<file path="src/rtl/btm_pkg.sv">
// -----------------------------------------------------------------------------
// btm_pkg
// Shared definitions for the truncating sequential divider (btd_trunc_seq).
//
// Contents
//   btd_state_t : controller states IDLE, CALC, DONE, plus ROUND when the
//                 optional quotient rounding stage is built (BTD_ROUND_EN).
//   cnt_width() : width of an iteration counter that must hold 0..iters.
//
// Build option
//   BTD_ROUND_EN : adds the ROUND state used by the rounding stage.
// -----------------------------------------------------------------------------
package btm_pkg;

   typedef enum logic [1:0] {
      IDLE  = 2'd0,
      CALC  = 2'd1,
      DONE  = 2'd2
`ifdef BTD_ROUND_EN
      ,
      ROUND = 2'd3
`endif
   } btd_state_t;

   // The counter has to reach the terminal value 'iters' itself, hence +1.
   function automatic int cnt_width(input int iters);
      if (iters < 1) begin
         return 1;
      end
      return $clog2(iters + 1);
   endfunction

endpackage

</file>
<file path="src/rtl/btd_trunc_step.sv">
// -----------------------------------------------------------------------------
// btd_trunc_step
// One restoring shift-subtract step of an unsigned divider (pure combinational).
//
// Ports
//   rem      [W-1:0] in  : partial remainder, always < div on entry
//   div      [W-1:0] in  : divisor
//   din               in  : next dividend bit (MSB-first)
//   rem_next [W-1:0] out : partial remainder after this step
//   q_bit             out : quotient bit produced by this step
// -----------------------------------------------------------------------------
module btd_trunc_step #(
   parameter int W = 9
) (
   input  logic [W-1:0] rem,
   input  logic [W-1:0] div,
   input  logic         din,
   output logic [W-1:0] rem_next,
   output logic         q_bit
);

   logic [W:0]   shifted;
   logic [W-1:0] diff;

   assign shifted = {rem, din};
   assign q_bit   = (shifted >= {1'b0, div});
   // rem < div guarantees shifted < 2*div, so whenever the subtraction is
   // taken the true difference fits in W bits; modulo-2^W arithmetic on the
   // low bits is therefore exact.
   assign diff     = shifted[W-1:0] - div;
   assign rem_next = q_bit ? diff : shifted[W-1:0];

endmodule

</file>
<file path="src/rtl/btd_trunc_seq.sv">
// -----------------------------------------------------------------------------
// btd_trunc_seq
// Sequential unsigned divider on truncated operands. The DAC low bits of both
// operands are dropped, the truncated dividend is divided by the truncated
// divisor one quotient bit per cycle (restoring, MSB first) and the remainder
// is rescaled by DAC zero bits on output.
//
// Parameters
//   DA  : dividend / quotient width
//   DB  : divisor / remainder width
//   DAC : LSBs dropped from each operand (0..DB-2)
//
// Ports
//   clk        in  : clock, rising edge
//   rst_n      in  : asynchronous active-low reset
//   a [DA-1:0] in  : dividend
//   b [DB-1:0] in  : divisor
//   in_valid   in  : a/b valid
//   in_ready   out : operand pair can be accepted (IDLE only)
//   q [DA-1:0] out : quotient (zero-extended truncated quotient)
//   r [DB-1:0] out : remainder, {r_t, DAC zeros}
//   dz         out : divide-by-zero flag for the presented result
//   out_valid  out : q/r/dz valid (DONE)
//   out_ready  in  : consumer takes the result
//
// Build option
//   BTD_ROUND_EN : inserts a ROUND cycle after the iterations which increments
//                  the quotient (saturating) when 2*r_t >= b_t. Without it the
//                  quotient is truncated. The divide-by-zero path is the same
//                  in both builds.
//
// Timing (accepting edge = T): results appear after edge T+DA-DAC+1 (T+DA-DAC+2
// with rounding); a zero truncated divisor yields its result after edge T+2.
// -----------------------------------------------------------------------------
module btd_trunc_seq
   import btm_pkg::*;
#(
   parameter int DA  = 10,
   parameter int DB  = 10,
   parameter int DAC = 1
) (
   input  logic          clk,
   input  logic          rst_n,
   input  logic [DA-1:0] a,
   input  logic [DB-1:0] b,
   input  logic          in_valid,
   output logic          in_ready,
   output logic [DA-1:0] q,
   output logic [DB-1:0] r,
   output logic          dz,
   output logic          out_valid,
   input  logic          out_ready
);

   localparam int AW = DA - DAC;               // truncated dividend / quotient width
   localparam int BW = DB - DAC;               // truncated divisor / remainder width
   localparam int CW = cnt_width(AW);
   localparam logic [CW-1:0] CNT_LAST = CW'(AW);

   btd_state_t    state_reg, state_next;
   // Dividend bits leave at the MSB while quotient bits enter at the LSB, so
   // after AW iterations this register holds q_t.
   logic [AW-1:0] a_sh_reg,  a_sh_next;
   logic [BW-1:0] b_t_reg,   b_t_next;
   logic [BW-1:0] rem_reg,   rem_next;
   logic [CW-1:0] cnt_reg,   cnt_next;
   logic [DA-1:0] q_reg,     q_next;
   logic [DB-1:0] r_reg,     r_next;
   logic          dz_reg,    dz_next;
   // Keeps in_ready low until the first edge after reset release.
   logic          init_reg;

   logic          b_zero;
   logic [BW-1:0] step_rem;
   logic          step_q;

   assign b_zero = (b_t_reg == '0);

   btd_trunc_step #(
      .W (BW)
   ) u_step (
      .rem      (rem_reg),
      .div      (b_t_reg),
      .din      (a_sh_reg[AW-1]),
      .rem_next (step_rem),
      .q_bit    (step_q)
   );

`ifdef BTD_ROUND_EN
   logic          round_up;
   logic [AW-1:0] q_rnd;

   assign round_up = ({rem_reg, 1'b0} >= {1'b0, b_t_reg});
   assign q_rnd    = (round_up && (a_sh_reg != {AW{1'b1}})) ? a_sh_reg + AW'(1) : a_sh_reg;
`endif

   // ---------------------------------------------------------------- state
   always_ff @(posedge clk or negedge rst_n) begin
      if (!rst_n) begin
         state_reg <= IDLE;
         a_sh_reg  <= '0;
         b_t_reg   <= '0;
         rem_reg   <= '0;
         cnt_reg   <= '0;
         q_reg     <= '0;
         r_reg     <= '0;
         dz_reg    <= 1'b0;
         init_reg  <= 1'b0;
      end else begin
         state_reg <= state_next;
         a_sh_reg  <= a_sh_next;
         b_t_reg   <= b_t_next;
         rem_reg   <= rem_next;
         cnt_reg   <= cnt_next;
         q_reg     <= q_next;
         r_reg     <= r_next;
         dz_reg    <= dz_next;
         init_reg  <= 1'b1;
      end
   end

   // ------------------------------------------------------ next state / outputs
   always_comb begin
      state_next = state_reg;
      a_sh_next  = a_sh_reg;
      b_t_next   = b_t_reg;
      rem_next   = rem_reg;
      cnt_next   = cnt_reg;
      q_next     = q_reg;
      r_next     = r_reg;
      dz_next    = dz_reg;
      in_ready   = 1'b0;
      out_valid  = 1'b0;

      case (state_reg)
         IDLE: begin
            in_ready = init_reg;
            if (init_reg && in_valid) begin
               // Shift-then-cast reads every operand bit and drops the DAC LSBs.
               a_sh_next  = AW'(a >> DAC);
               b_t_next   = BW'(b >> DAC);
               rem_next   = '0;
               cnt_next   = '0;
               state_next = CALC;
            end
         end

         CALC: begin
            if (cnt_reg == CNT_LAST) begin
               if (b_zero) begin
                  // a_sh_reg was never shifted on this path, so it still holds a_t.
                  q_next     = DA'({AW{1'b1}});
                  r_next     = DB'(BW'(a_sh_reg)) << DAC;
                  dz_next    = 1'b1;
                  state_next = DONE;
               end else begin
`ifdef BTD_ROUND_EN
                  state_next = ROUND;
`else
                  q_next     = DA'(a_sh_reg);
                  r_next     = DB'(rem_reg) << DAC;
                  dz_next    = 1'b0;
                  state_next = DONE;
`endif
               end
            end else if (b_zero) begin
               // Nothing to iterate: jump straight to the finishing cycle.
               cnt_next = CNT_LAST;
            end else begin
               a_sh_next = (a_sh_reg << 1) | AW'(step_q);
               rem_next  = step_rem;
               cnt_next  = cnt_reg + CW'(1);
            end
         end

`ifdef BTD_ROUND_EN
         ROUND: begin
            q_next     = DA'(q_rnd);
            r_next     = DB'(rem_reg) << DAC;
            dz_next    = 1'b0;
            state_next = DONE;
         end
`endif

         DONE: begin
            out_valid = 1'b1;
            // Returning to IDLE first means a new pair can never be taken in
            // the handshake cycle.
            if (out_ready) begin
               state_next = IDLE;
            end
         end

         default: begin
            state_next = IDLE;
         end
      endcase
   end

   assign q  = q_reg;
   assign r  = r_reg;
   assign dz = dz_reg;

endmodule
</file>
<file path="config.mk">
export PLATFORM = sky130hd
export DESIGN_NAME = btd_trunc_seq
export DESIGN_NICKNAME = d
export VERILOG_FILES = /design/src/rtl/btm_pkg.sv /design/src/rtl/btd_trunc_step.sv /design/src/rtl/btd_trunc_seq.sv
export SDC_FILE = /design/constraint.sdc
export NUM_CORES = 1
export LEC_CHECK = 0
export ABC_AREA = 0
export BUFFER_PORTS_ARGS = -buffer_cell sky130_fd_sc_hd__buf_4
export CAP_MARGIN = 0
export CORE_UTILIZATION = 59
export CTS_BUF_LIST = sky130_fd_sc_hd__clkbuf_2 sky130_fd_sc_hd__clkbuf_4 sky130_fd_sc_hd__clkbuf_8
export CTS_CLUSTER_SIZE = 25
export DETAILED_ROUTE_END_ITERATION = 8
export PLACE_DENSITY = 0.88
export RECOVER_POWER = 25
export SLEW_MARGIN = 40
export SYNTH_ARGS = -nofsm -noshare
export SYNTH_HDL_FRONTEND = slang
export SYNTH_SLANG_ARGS = --single-unit
</file>
<file path="constraint.sdc">
create_clock -name clk -period 2.95 [get_ports clk]
set_input_delay 0 -clock clk [delete_from_list [all_inputs] [get_ports clk]]
set_output_delay 0 -clock clk [all_outputs]
set_load 0.05 [all_outputs]
</file>
Word level (Yosys, flattened, before mapping):

Index checks and enable logic that the tools add are counted.
Widths: inputs -> output; s select.

* register bits after elaboration: 55
* input bits: 24
* output and inout port bits: 23

* add/subtract/negate cells: 2
* magnitude comparators: 1
* equality and inequality tests: 8
* multiplexer cells: 22
* bitwise operators: 1
* reduce and logical (&&, ||, !) cells: 9

Operator list (number)
* $mux 9: 8
* $pmux 9 s2: 2
* $mux 4: 3
* $ge 10x9->1: 1
* $mux 10: 1
* $ne 2x2->1 const B: 5
* $logic_not 9->1: 1
* $or 9x1->9: 1
* $sub 9x9->9: 1
* $pmux 4 s2: 1
* $mux 2: 3
* $pmux 2 s3: 1
* $reduce_and 3->1: 2
* $add 4x1->4 const B: 1
* $eq 4x4->1 const B: 1
* $reduce_and 2->1: 2
* $reduce_and 4->1: 1
* $mux 1: 3
* $eq 2x1->1 const B: 1
* $eq 2x2->1 const B: 1
* $logic_not 2->1: 1
* $reduce_bool 2->1: 1
* $logic_and 1x1->1: 1

Logic depth before layout (Yosys ltp):

Gate-level depths: netlist of run 1.

* depth after elaboration: 5
* mapped depth: 10
* gate-level depth less buffers: 9

Hierarchy:

From an unflattened synthesis of run 1, not the netlist that was laid out.

* cell total of the unflattened synthesis: 310
* area, all modules: 3032.9 um^2

By module, submodules not included
* btd_trunc_seq: times used 1, cells an instance 224, area each 2359.8 um^2, sequential area each 1326.3 um^2
* btd_trunc_step: times used 1, cells an instance 86, area each 673.1 um^2, sequential area each 0.0 um^2

Worst setup path before layout of run 1:

No wires, ideal clock.

* kind: reg-to-reg
* start: register a_sh_reg[8]
* end: register rem_reg[2]
* library setup time: 101 ps
* arrival: 1942 ps
* data required time: 2849 ps
* setup slack: 907 ps
* cell stages (with the launch flop): 9
* path buffers: 0
* period minus slack after synthesis: 2043 ps
* cell sequence: dfrtp_1 -> inv_1 -> ha_1 -> fa_1 -> nand2b_1 -> a21oi_2 -> o311a_4 -> nor2_4 -> o311ai_2

* word-level cells in the longest chain between the ends: 5
* elaborated cells between the ends (all ways): 6
* classes of those cells: 1 x add/sub; 1 x order compare; 4 x mux

Ends and longest elaborated chain
* start, declared: RTL line btd_trunc_seq.sv:63 `logic [AW-1:0] a_sh_reg, a_sh_next;`
* start signal, assigned: RTL line btd_trunc_seq.sv:111 `a_sh_reg <= a_sh_next;`
* $sub 9x9->9 or $ge 10x9->1 (tied branches): RTL line btd_trunc_step.sv:30, btd_trunc_step.sv:26
* $mux 9 (*): RTL line btd_trunc_step.sv:31 `assign rem_next = q_bit ? diff : shifted[W-1:0];`
* $mux 9 (*): RTL line btd_trunc_seq.sv:166 `end else if (b_zero) begin`
* $mux 9 (*): RTL line btd_trunc_seq.sv:149 `if (cnt_reg == CNT_LAST) begin`
* $pmux 9 s2 (*): RTL line btd_trunc_seq.sv:135 `case (state_reg)`
* end signal, assigned: RTL line btd_trunc_seq.sv:113 `rem_reg <= rem_next;`
* end, declared: RTL line btd_trunc_seq.sv:65 `logic [BW-1:0] rem_reg, rem_next;`

Every way passes the cells marked *; elsewhere a longest branch is shown, timed or not. The select of a mux whose other input is x is not followed.
A chain may end at the register's enable or synchronous reset.

Worst setup path after layout of run 1:

Same ends and word-level chain as after synthesis.

==> impl_metrics.json, run 1 <==
{
  "tritoncts": "done",
  "crit_required_ns": 3.17,
  "routed_wl_um": 6810,
  "relSlewSlack_pct": 15.7,
  "report.final.slew_viol_count": 0,
  "number_of_antenna_violating_nets_in_the_routed_design": 0,
  "irDropWorstVdd_uv": 736,
  "final_worst_clock_skew_ns": 0.0179,
  "crit_arrival_ns": 2.56,
  "die_y_um": 73.3,
  "outcome": "complete, no violations",
  "grt_pass1_wl_um": 11600,
  "standard_cell_core_area_um2": 4820,
  "rr_worst_depth": 8,
  "layout.nets": 412,
  "cts.clk_slew.worst_paths_ns": 0.11,
  "timing.critical_path.to_type": "flop",
  "globalRoute.totalOverflow": 0,
  "place.gp.congestion": 0.878,
  "nFillCells": 342,
  "design.portCount": 47,
  "cellLeakagePower_nw": 1.66,
  "synth.ff_latch_count": 53,
  "antenna_cells_inserted": 0,
  "path_class": "flop to flop",
  "initial_core_util_pct": 62.3,
  "design.die.area_um2": 5370,
  "number_of_sinks_handled_by_clock_tree_synthesis": 53,
  "maximum_number_of_pins_on_one_net_before_global_route_repair": 54,
  "remaining_routing_drc_violations": 0,
  "insertion_delay_ns": 0.33,
  "power_density_nw_per_um2": 1330,
  "setup.worst_path.start_class": "flop",
  "buffer_ports.inserted": 42,
  "fin_worst_hold_slack_ns": 0.0000747,
  "synth_top_cells_by_area": "dfrtp_1, nand2_1, o21ai_0",
  "final.period_utilization_pct": 79.4,
  "layout_min_cycle_time_ns": 2.34,
  "detailed_place_hpwl_um": 4740,
  "clock_tree.htree_level_count": 2,
  "cts_made_buffers": 5,
  "post_drt_wl_per_cell_um": 15.3,
  "clock-root-buffer": "clkbuf_8",
  "ff2ff_setup_slack_ns": 0.61,
  "groute.usage.overall_pct": 28.5,
  "grt_setup_unrepaired": "no",
  "holdCritPathClass": "input pin to flop",
  "row_count": 25,
  "mapped_area_um2": 3000,
  "postSynth.asyncResetShare_pct": 100,
  "drt-vias-per-instance": 5.79,
  "post_route_cells_drive_above_1_share_pct": 21.2,
  "vias": 2572,
  "synth_enable_flop_cells": 0,
  "final.setup.tns_ns": 0,
  "yosysTopAreaCellShare_pct": 44.2,
  "fp.dieW_um": 73.3,
  "grt_antenna_before_repair": 0,
  "critical_path_peak_fanout": 7,
  "unique_masters_post_synth": 57,
  "tightest_slew_ns": 1.27,
  "total_power_after_layout_mw": 4.82,
  "yosysSeqAreaShare_pct": 44.2,
  "synthCells": 320,
  "synthesis.yosys.warnings": 0,
  "first_global_vias": 2534,
  "hold-path-cell-count": 3,
  "area_delta_synth_final_pct": 20.4,
  "synth.largest_area_cell": "dfrtp_1",
  "finalHoldViolCount": 0,
  "setup-violations-final": 0,
  "dr.pass1.iters": 4,
  "post_synth.cell_area_avg_um2": 9.38,
  "dominant_synthesized_flop_cell": "dfrtp_1",
  "ctsLongestPathBuffers": 2,
  "achievable-frequency_mhz": 427,
  "drv.max_cap_violation_count": 0,
  "dr.first_iter.drc_count": 193,
  "area_used_by_sequential_logic_in_the_layout_um2": 1330,
  "multi_input_area_um2": 1520
}
[logic make-up (layout without fill, tap and decap cells)]
kind of cell	Yosys count	after routing	synth area share [%]
compound gates	80	80	19.9
xor+xnor	4	4	1.17
simple gates	127	127	20.3
flops	53	53	44.2
other cells	2	3	0.250
mux	10	10	3.38
buf+inv	32	88	5.63
fa+ha+maj	12	12	5.25
[worst paths after layout]
kind,end,start
worst max-delay path,rem_reg[2]$_DFFE_PN0P_,a_sh_reg[8]$_DFFE_PN0P_
worst min-delay path,a_sh_reg[1]$_DFFE_PN0P_,a[2]
worst max register to register,rem_reg[2]$_DFFE_PN0P_,a_sh_reg[8]$_DFFE_PN0P_
worst min register to register,q[0]$_DFFE_PN0P_,q[0]$_DFFE_PN0P_
max in group asynchronous,rem_reg[2]$_DFFE_PN0P_,rst_n
min in group asynchronous,q[4]$_DFFE_PN0P_,rst_n
[per-layer routing]
metal | global-route usage, % | wire length [µm]
met4 | 9.83 | 138
met5 | 0 | 0
met3 | 5.35 | 332
met1 | 35.8 | 2890
met2 | 49.4 | 3460
[what timing repair did]
item / CTS / global route
gates resized for setup: 0 / 0
hold buffers: 19 / 0
hold endpoints to repair: 71 / 0
setup buffers: 0 / 0
[synth_stat cells, types with 7 or more instances]
cell	instances
nand2_1	66
dfrtp_1	53
o21ai_0	29
nor2_1	16
inv_1	14
a31oi_1	11
ha_1	11
a21oi_1	9
mux2i_1	9
nand4_1	7
nor3_1	7
[worst max-delay path, cell delays in order, from the launching register on]
cell      delay, ns
dfrtp_1        0.41
inv_1          0.08
ha_1           0.21
fa_1           0.41
nand2b_1       0.22
a21oi_2        0.28
o311a_4        0.28
nor2_4         0.07
o311ai_2       0.27
[layout make-up]
class / count / share of cell area [%]
Multi-Input combinational cell: 236 / 41.9
Clock inverter: 3 / 0.796
Clock buffer: 5 / 1.90
Inverter: 15 / 1.59
Timing Repair Buffer: 65 / 14.8
Sequential cell: 53 / 36.7
Tap cell: 67 / 2.32
[placed cells by master, fill, tap and decap left out, types with 2 or more instances in the layout]
master / count
nand2_1: 66
dfrtp_1: 53
buf_4: 45
o21ai_0: 29
dlygate4sd3_1: 19
nor2_1: 16
inv_1: 14
a31oi_1: 11
ha_1: 11
a21oi_1: 9
mux2i_1: 9
nor3_1: 7
nand4_1: 7
nor2_2: 5
o31ai_1: 5
clkbuf_8: 5
nand2b_1: 4
and3_1: 4
nand3_1: 4
xnor2_1: 3
o311ai_2: 3
conb_1: 3
nor3b_1: 2
nand3b_1: 2
a21o_2: 2
a211o_1: 2
a2111oi_0: 2
a32oi_1: 2
o311ai_1: 2
[through the flow]
stage / setup slack [ns] / area [µm²] / cells / utilization (%)
after detailed placement: 0.651 / 3330 / 417 / 69.1
after floorplan: 0.907 / 3000 / 321 / -
final: 0.607 / 3610 / 444 / 75.0
after global placement: 0.766 / 3330 / 417 / 69.1
after CTS: 0.605 / 3620 / 444 / 75.1
after global routing: 0.440 / 3610 / 444 / 75.0
[power breakdown]
| group | switching, mW | internal, mW | leakage, nW | total [mW] |
|---|---|---|---|---|
| registers | 0.299 | 1.08 | 0.657 | 1.37 |
| logic | 1.87 | 1.12 | 0.953 | 2.99 |
| clock network | 0.271 | 0.178 | 0.0506 | 0.450 |
| total | 2.44 | 2.37 | 1.66 | 4.82 |
(Power assumes the default switching activity.)
==> run 2, diff against run 1 <==
--- a/config.mk
+++ b/config.mk
@@ -8,11 +8,11 @@
 export ABC_AREA = 0
 export BUFFER_PORTS_ARGS = -buffer_cell sky130_fd_sc_hd__buf_4
 export CAP_MARGIN = 0
-export CORE_UTILIZATION = 59
+export CORE_UTILIZATION = 53
 export CTS_BUF_LIST = sky130_fd_sc_hd__clkbuf_2 sky130_fd_sc_hd__clkbuf_4 sky130_fd_sc_hd__clkbuf_8
 export CTS_CLUSTER_SIZE = 25
 export DETAILED_ROUTE_END_ITERATION = 8
-export PLACE_DENSITY = 0.88
+export PLACE_DENSITY = 0.83
 export RECOVER_POWER = 25
 export SLEW_MARGIN = 40
 export SYNTH_ARGS = -nofsm -noshare
==> constraint.sdc (replaced) <==
create_clock -name clk -period 2.1 [get_ports clk]
set_input_delay 0 -clock clk [delete_from_list [all_inputs] [get_ports clk]]
set_output_delay 0 -clock clk [all_outputs]
set_load 0.05 [all_outputs]
==> run 2 against run 1 <==
Against the previous run:
- the flow now finishes with violations (negative setup slack)
- global-route usage shrank 1.7 points
- fmax up 2.7%
- hold slack gained 0.0092 ns
- core utilization decreased by 3.6 points
- flip-flop and latch count did not move
- wire length increased by 16%
- sequential share of layout area shrank 2.8 points
- critical path depth is the same
- die area grew 11%
- via count is 5.9% higher
- non-clock buffer count is 20 higher
- largest cell class unchanged
- highest routed layer unchanged
==> impl_metrics.json, run 2 (synthesized netlist as in run 1, its figures left out) <==
{
  "finalHoldViolCount": 0,
  "standard_cell_core_area_um2": 5470,
  "cts.clk_slew.worst_paths_ns": 0.10,
  "achievable-frequency_mhz": 438,
  "critical_path_peak_fanout": 4,
  "dr.first_iter.drc_count": 266,
  "clock-root-buffer": "clkbuf_8",
  "preCtsSetupSlack_ns": -0.0902,
  "clock_tree.htree_level_count": 2,
  "outcome": "complete, but fails checks",
  "post_drt_wl_per_cell_um": 16.8,
  "setup.worst_path.start_class": "flop",
  "setup-violations-final": 1,
  "routed_wl_um": 7900,
  "area_used_by_sequential_logic_in_the_layout_um2": 1330,
  "nFillCells": 424,
  "groute.usage.overall_pct": 26.7,
  "final_worst_clock_skew_ns": 0.00908,
  "timing.critical_path.to_type": "flop",
  "relSlewSlack_pct": 15.5,
  "tightest_slew_ns": 1.27,
  "area_delta_synth_final_pct": 30.2,
  "maximum_number_of_pins_on_one_net_before_global_route_repair": 54,
  "post_route_cells_drive_above_1_share_pct": 29.4,
  "crit_required_ns": 2.28,
  "utilization_pct": 71.4,
  "dr.pass1.iters": 4,
  "vias": 2725,
  "final_cell_mix": "nand2_1, buf_4, dfrtp_1",
  "violations": "negative setup slack",
  "layout_min_cycle_time_ns": 2.28,
  "number_of_sinks_handled_by_clock_tree_synthesis": 53,
  "die_y_um": 77.2,
  "insertion_delay_ns": 0.32,
  "detailed_place_hpwl_um": 5230,
  "finalWorstSetupSlack_ns": -0.181,
  "tritoncts": "done",
  "cts_made_buffers": 5,
  "design.portCount": 47,
  "remaining_routing_drc_violations": 0,
  "row_count": 27,
  "report.final.slew_viol_count": 0,
  "place.gp.congestion": 0.877,
  "fp.dieW_um": 77.2,
  "holdCritPathClass": "input pin to flop",
  "number_of_antenna_violating_nets_in_the_routed_design": 0,
  "globalRoute.totalOverflow": 0,
  "crit_arrival_ns": 2.46,
  "ctsLongestPathBuffers": 2,
  "final.setup.tns_ns": -0.181,
  "drt-vias-per-instance": 5.80,
  "layout.nets": 433,
  "grt_setup_unrepaired": "yes",
  "initial_core_util_pct": 54.8,
  "first_global_vias": 2640,
  "multi_input_area_um2": 1630,
  "path_class": "flop to flop",
  "design.die.area_um2": 5970,
  "antenna_cells_inserted": 0,
  "grt_antenna_before_repair": 0,
  "grt_pass1_wl_um": 12400,
  "drv.max_cap_violation_count": 0,
  "buffer_ports.inserted": 42,
  "final.period_utilization_pct": 109
}
## run 2: per-layer routing
metal / share of wire [%] / up-vias / GRT usage [%] / wire length (µm)
met4: 2.6 / 0 / 7.92 / 207
met1: 42 / 1340 / 32.5 / 3280
li1: - / 1286 / - / -
met2: 51 / 79 / 47.7 / 4040
met3: 4.7 / 20 / 5.00 / 369
met5: 0 / - / 0 / 0
## run 2: layout make-up
cell class | instances | area share (%)
repair buffers | 85 | 17.7
well taps | 72 | 2.31
multi-input cells | 237 | 41.6
clock inverters | 2 | 0.993
clock buffers | 6 | 1.95
flip-flops and latches | 53 | 34.0
inverters | 15 | 1.47
## run 2: worst max-delay path: stages (launching register included)
cell      delay (ns)
dfrtp_1         0.38
inv_2           0.07
ha_4            0.17
fa_2            0.37
nand2b_4        0.17
a21oi_4         0.23
o311ai_2        0.21
a32oi_1         0.39
o31ai_2         0.16
## run 2: what timing repair did
| item | CTS | global route |
|---|---|---|
| setup buffers | 0 | 2 |
| gates resized for setup | 5 | 15 |
| hold endpoints to repair | 69 | 0 |
| hold buffers | 17 | 0 |
| setup endpoints to repair | 10 | 10 |
| pin swaps | 2 | 11 |
| cloned | 0 | 1 |
## run 2: stage by stage
step,instance area (µm²),hold WS [ns],std cells
after global routing,3910,0.0497,470
after detailed placement,3500,0.0749,442
after CTS,3810,0.00758,467
final,3910,0.00927,470
after global placement,3500,0.0717,442
after floorplan,3000,-0.296,321
## run 2: worst paths after layout
check	from	end	cells after the start	slack [ns]
worst max-delay path	a_sh_reg[8]$_DFFE_PN0P_	rem_reg[6]$_DFFE_PN0P_	8	-0.18
max in group asynchronous	rst_n	rem_reg[3]$_DFFE_PN0P_	2	0.85
min in group asynchronous	rst_n	q[0]$_DFFE_PN0P_	2	0.48
worst min-delay path	a[5]	a_sh_reg[4]$_DFFE_PN0P_	3	0.009
worst min register to register	q[6]$_DFFE_PN0P_	q[6]$_DFFE_PN0P_	2	0.47
worst max register to register	a_sh_reg[8]$_DFFE_PN0P_	rem_reg[6]$_DFFE_PN0P_	8	-0.18
Power of run 2 is left out: the tool's default activity adds up to more than one toggle a clock period on the data nets, which glitch-free logic cannot reach.
==> run 3, diff against run 2 <==
--- a/config.mk
+++ b/config.mk
@@ -14,6 +14,7 @@
 export DETAILED_ROUTE_END_ITERATION = 8
 export PLACE_DENSITY = 0.83
 export RECOVER_POWER = 25
+export REMOVE_ABC_BUFFERS = 1
 export SLEW_MARGIN = 40
 export SYNTH_ARGS = -nofsm -noshare
 export SYNTH_HDL_FRONTEND = slang
==> constraint.sdc (replaced) <==
create_clock -name clk -period 2.1 [get_ports clk]
set_input_delay 0.105 -clock clk [delete_from_list [all_inputs] [get_ports clk]]
set_output_delay 0.105 -clock clk [all_outputs]
set_load 0.05 [all_outputs]
==> run 3 against run 2 <==
Against the previous run:
- the run now ends clean
- non-clock buffer count decreased by 14
- setup slack improved by 0.21 ns
- fmax up 10%
- register-to-register slack better by 0.21 ns
- cell area decreased by 5.0%
- wire length is 10% lower
- sequential share of layout area increased by 1.8 points
- critical path type unchanged
==> impl_metrics.json, run 3 (synthesized netlist as in run 1, its figures left out) <==
{
  "outcome": "complete, no violations",
  "cts_made_buffers": 5,
  "final_worst_clock_skew_ns": 0.0109,
  "multi_input_area_um2": 1600,
  "setup-violations-final": 0,
  "clock_tree.htree_level_count": 2,
  "vias": 2618,
  "drv.max_cap_violation_count": 0,
  "number_of_antenna_violating_nets_in_the_routed_design": 0,
  "final_cell_mix": "buf_4, nand2_1, dfrtp_1",
  "grt_setup_unrepaired": "yes",
  "layout.nets": 419,
  "design.portCount": 47,
  "setup.worst_path.end": "rem_reg[7]$_DFFE_PN0P_",
  "critical_path.reg2reg.endpoint": "rem_reg[7]$_DFFE_PN0P_",
  "antenna_cells_inserted": 0,
  "rr_worst_depth": 7,
  "critical_path_peak_fanout": 7,
  "crit_arrival_ns": 2.25,
  "achievable-frequency_mhz": 484,
  "report.final.slew_viol_count": 0,
  "crit_required_ns": 2.29,
  "row_count": 27,
  "clock-root-buffer": "clkbuf_8",
  "remaining_routing_drc_violations": 0,
  "final_design_area_no_fill_um2": 3710,
  "dr.pass1.iters": 4,
  "tightest_slew_ns": 1.25,
  "holdCritPathClass": "input pin to flop",
  "buffer_ports.inserted": 42,
  "place_inst": 444,
  "finalHoldViolCount": 0,
  "final.period_utilization_pct": 98.5,
  "number_of_sinks_handled_by_clock_tree_synthesis": 53,
  "ff2ff_setup_slack_ns": 0.03,
  "cts.clk_slew.worst_paths_ns": 0.09,
  "routed_wl_um": 7100,
  "critical_path.startpoint": "rem_reg[3]$_DFFE_PN0P_",
  "place.gp.congestion": 0.856,
  "grt_pass1_wl_um": 11700,
  "groute.usage.overall_pct": 24.7,
  "layout_min_cycle_time_ns": 2.07,
  "first_global_vias": 2499,
  "path_class": "flop to flop",
  "post_route_cells_drive_above_1_share_pct": 29.4,
  "setup.worst_path.start_class": "flop",
  "preCtsSetupSlack_ns": -0.00920,
  "dr.first_iter.drc_count": 156,
  "post_drt_wl_per_cell_um": 15.6,
  "standard_cell_core_area_um2": 5470,
  "drt-vias-per-instance": 5.74,
  "mostFrequentLayoutCell": "buf_4",
  "utilization_pct": 67.8,
  "die_y_um": 77.2,
  "finalWorstSetupSlack_ns": 0.0325,
  "fp.dieW_um": 77.2,
  "placedInstanceArea_um2": 3500,
  "finish.cell_count_without_fillers": 456,
  "nFillCells": 426,
  "maximum_number_of_pins_on_one_net_before_global_route_repair": 54,
  "timing.critical_path.to_type": "flop",
  "ctsLongestPathBuffers": 2,
  "detailed_place_hpwl_um": 5070,
  "area_delta_synth_final_pct": 23.6,
  "insertion_delay_ns": 0.31,
  "relSlewSlack_pct": 16.3,
  "design.die.area_um2": 5970,
  "post_cts.repair.setup_buffers": 0,
  "tritoncts": "done",
  "globalRoute.totalOverflow": 0,
  "worst_r2r_startpoint": "rem_reg[3]$_DFFE_PN0P_",
  "area_used_by_sequential_logic_in_the_layout_um2": 1330,
  "initial_core_util_pct": 54.8,
  "grt_antenna_before_repair": 0
}
## run 3: layout make-up
class                      count  area share (%)
timing repair buffer          71            14.5
clock inverter                 2           0.371
sequential                    53            35.8
inverter                      15            1.55
multi-input combinational    237            43.2
tap                           72            2.43
clock buffer                   6            2.23
## run 3: layer usage
| metal | vias to the layer above | routed length, µm | GRT usage [%] |
|---|---|---|---|
| li1 | 1256 | - | - |
| met1 | 1263 | 2990 | 31.5 |
| met2 | 88 | 3640 | 42.2 |
| met3 | 11 | 344 | 4.29 |
| met4 | 0 | 126 | 7.92 |
| met5 | - | 0 | 0 |
## run 3: worst min path at each step
stage | startpoint | endpoint | depth (start not counted)
finish | b[4] | b_t_reg[3]$_DFFE_PN0P_ | 3
global route | b[9] | b_t_reg[8]$_DFFE_PN0P_ | 3
CTS | b[9] | b_t_reg[8]$_DFFE_PN0P_ | 3
detailed placement | rst_n | state_reg[1]$_DFFE_PN0P_ | 1
global placement | rst_n | state_reg[1]$_DFFE_PN0P_ | 1
floorplan | rst_n | a_sh_reg[0]$_DFFE_PN0P_ | 0
## run 3: timing repair
action                     4_1_cts  5_1_grt
pin swaps                        2        7
hold endpoints to repair        55        0
gates resized for setup          4       13
hold buffers                     3        0
setup endpoints to repair        9       10
cloned                           0        1
## run 3: critical path, cell delays in order, from the launching register on
cell	delay [ns]
dfrtp_1	0.41
ha_2	0.43
nand3_1	0.13
a21oi_1	0.22
mux2i_1	0.14
a2111oi_2	0.40
buf_4	0.17
o31ai_1	0.05
## run 3: per-stage QoR
step                hold slack (ns)  TNS, ns
floorplan                    -0.191    -8.07
global placement              0.175        0
detailed placement            0.178  -0.0369
CTS                        0.000518        0
global route                 0.0125   -0.128
finish                     0.000130        0
Power of run 3 is left out for the same reason.
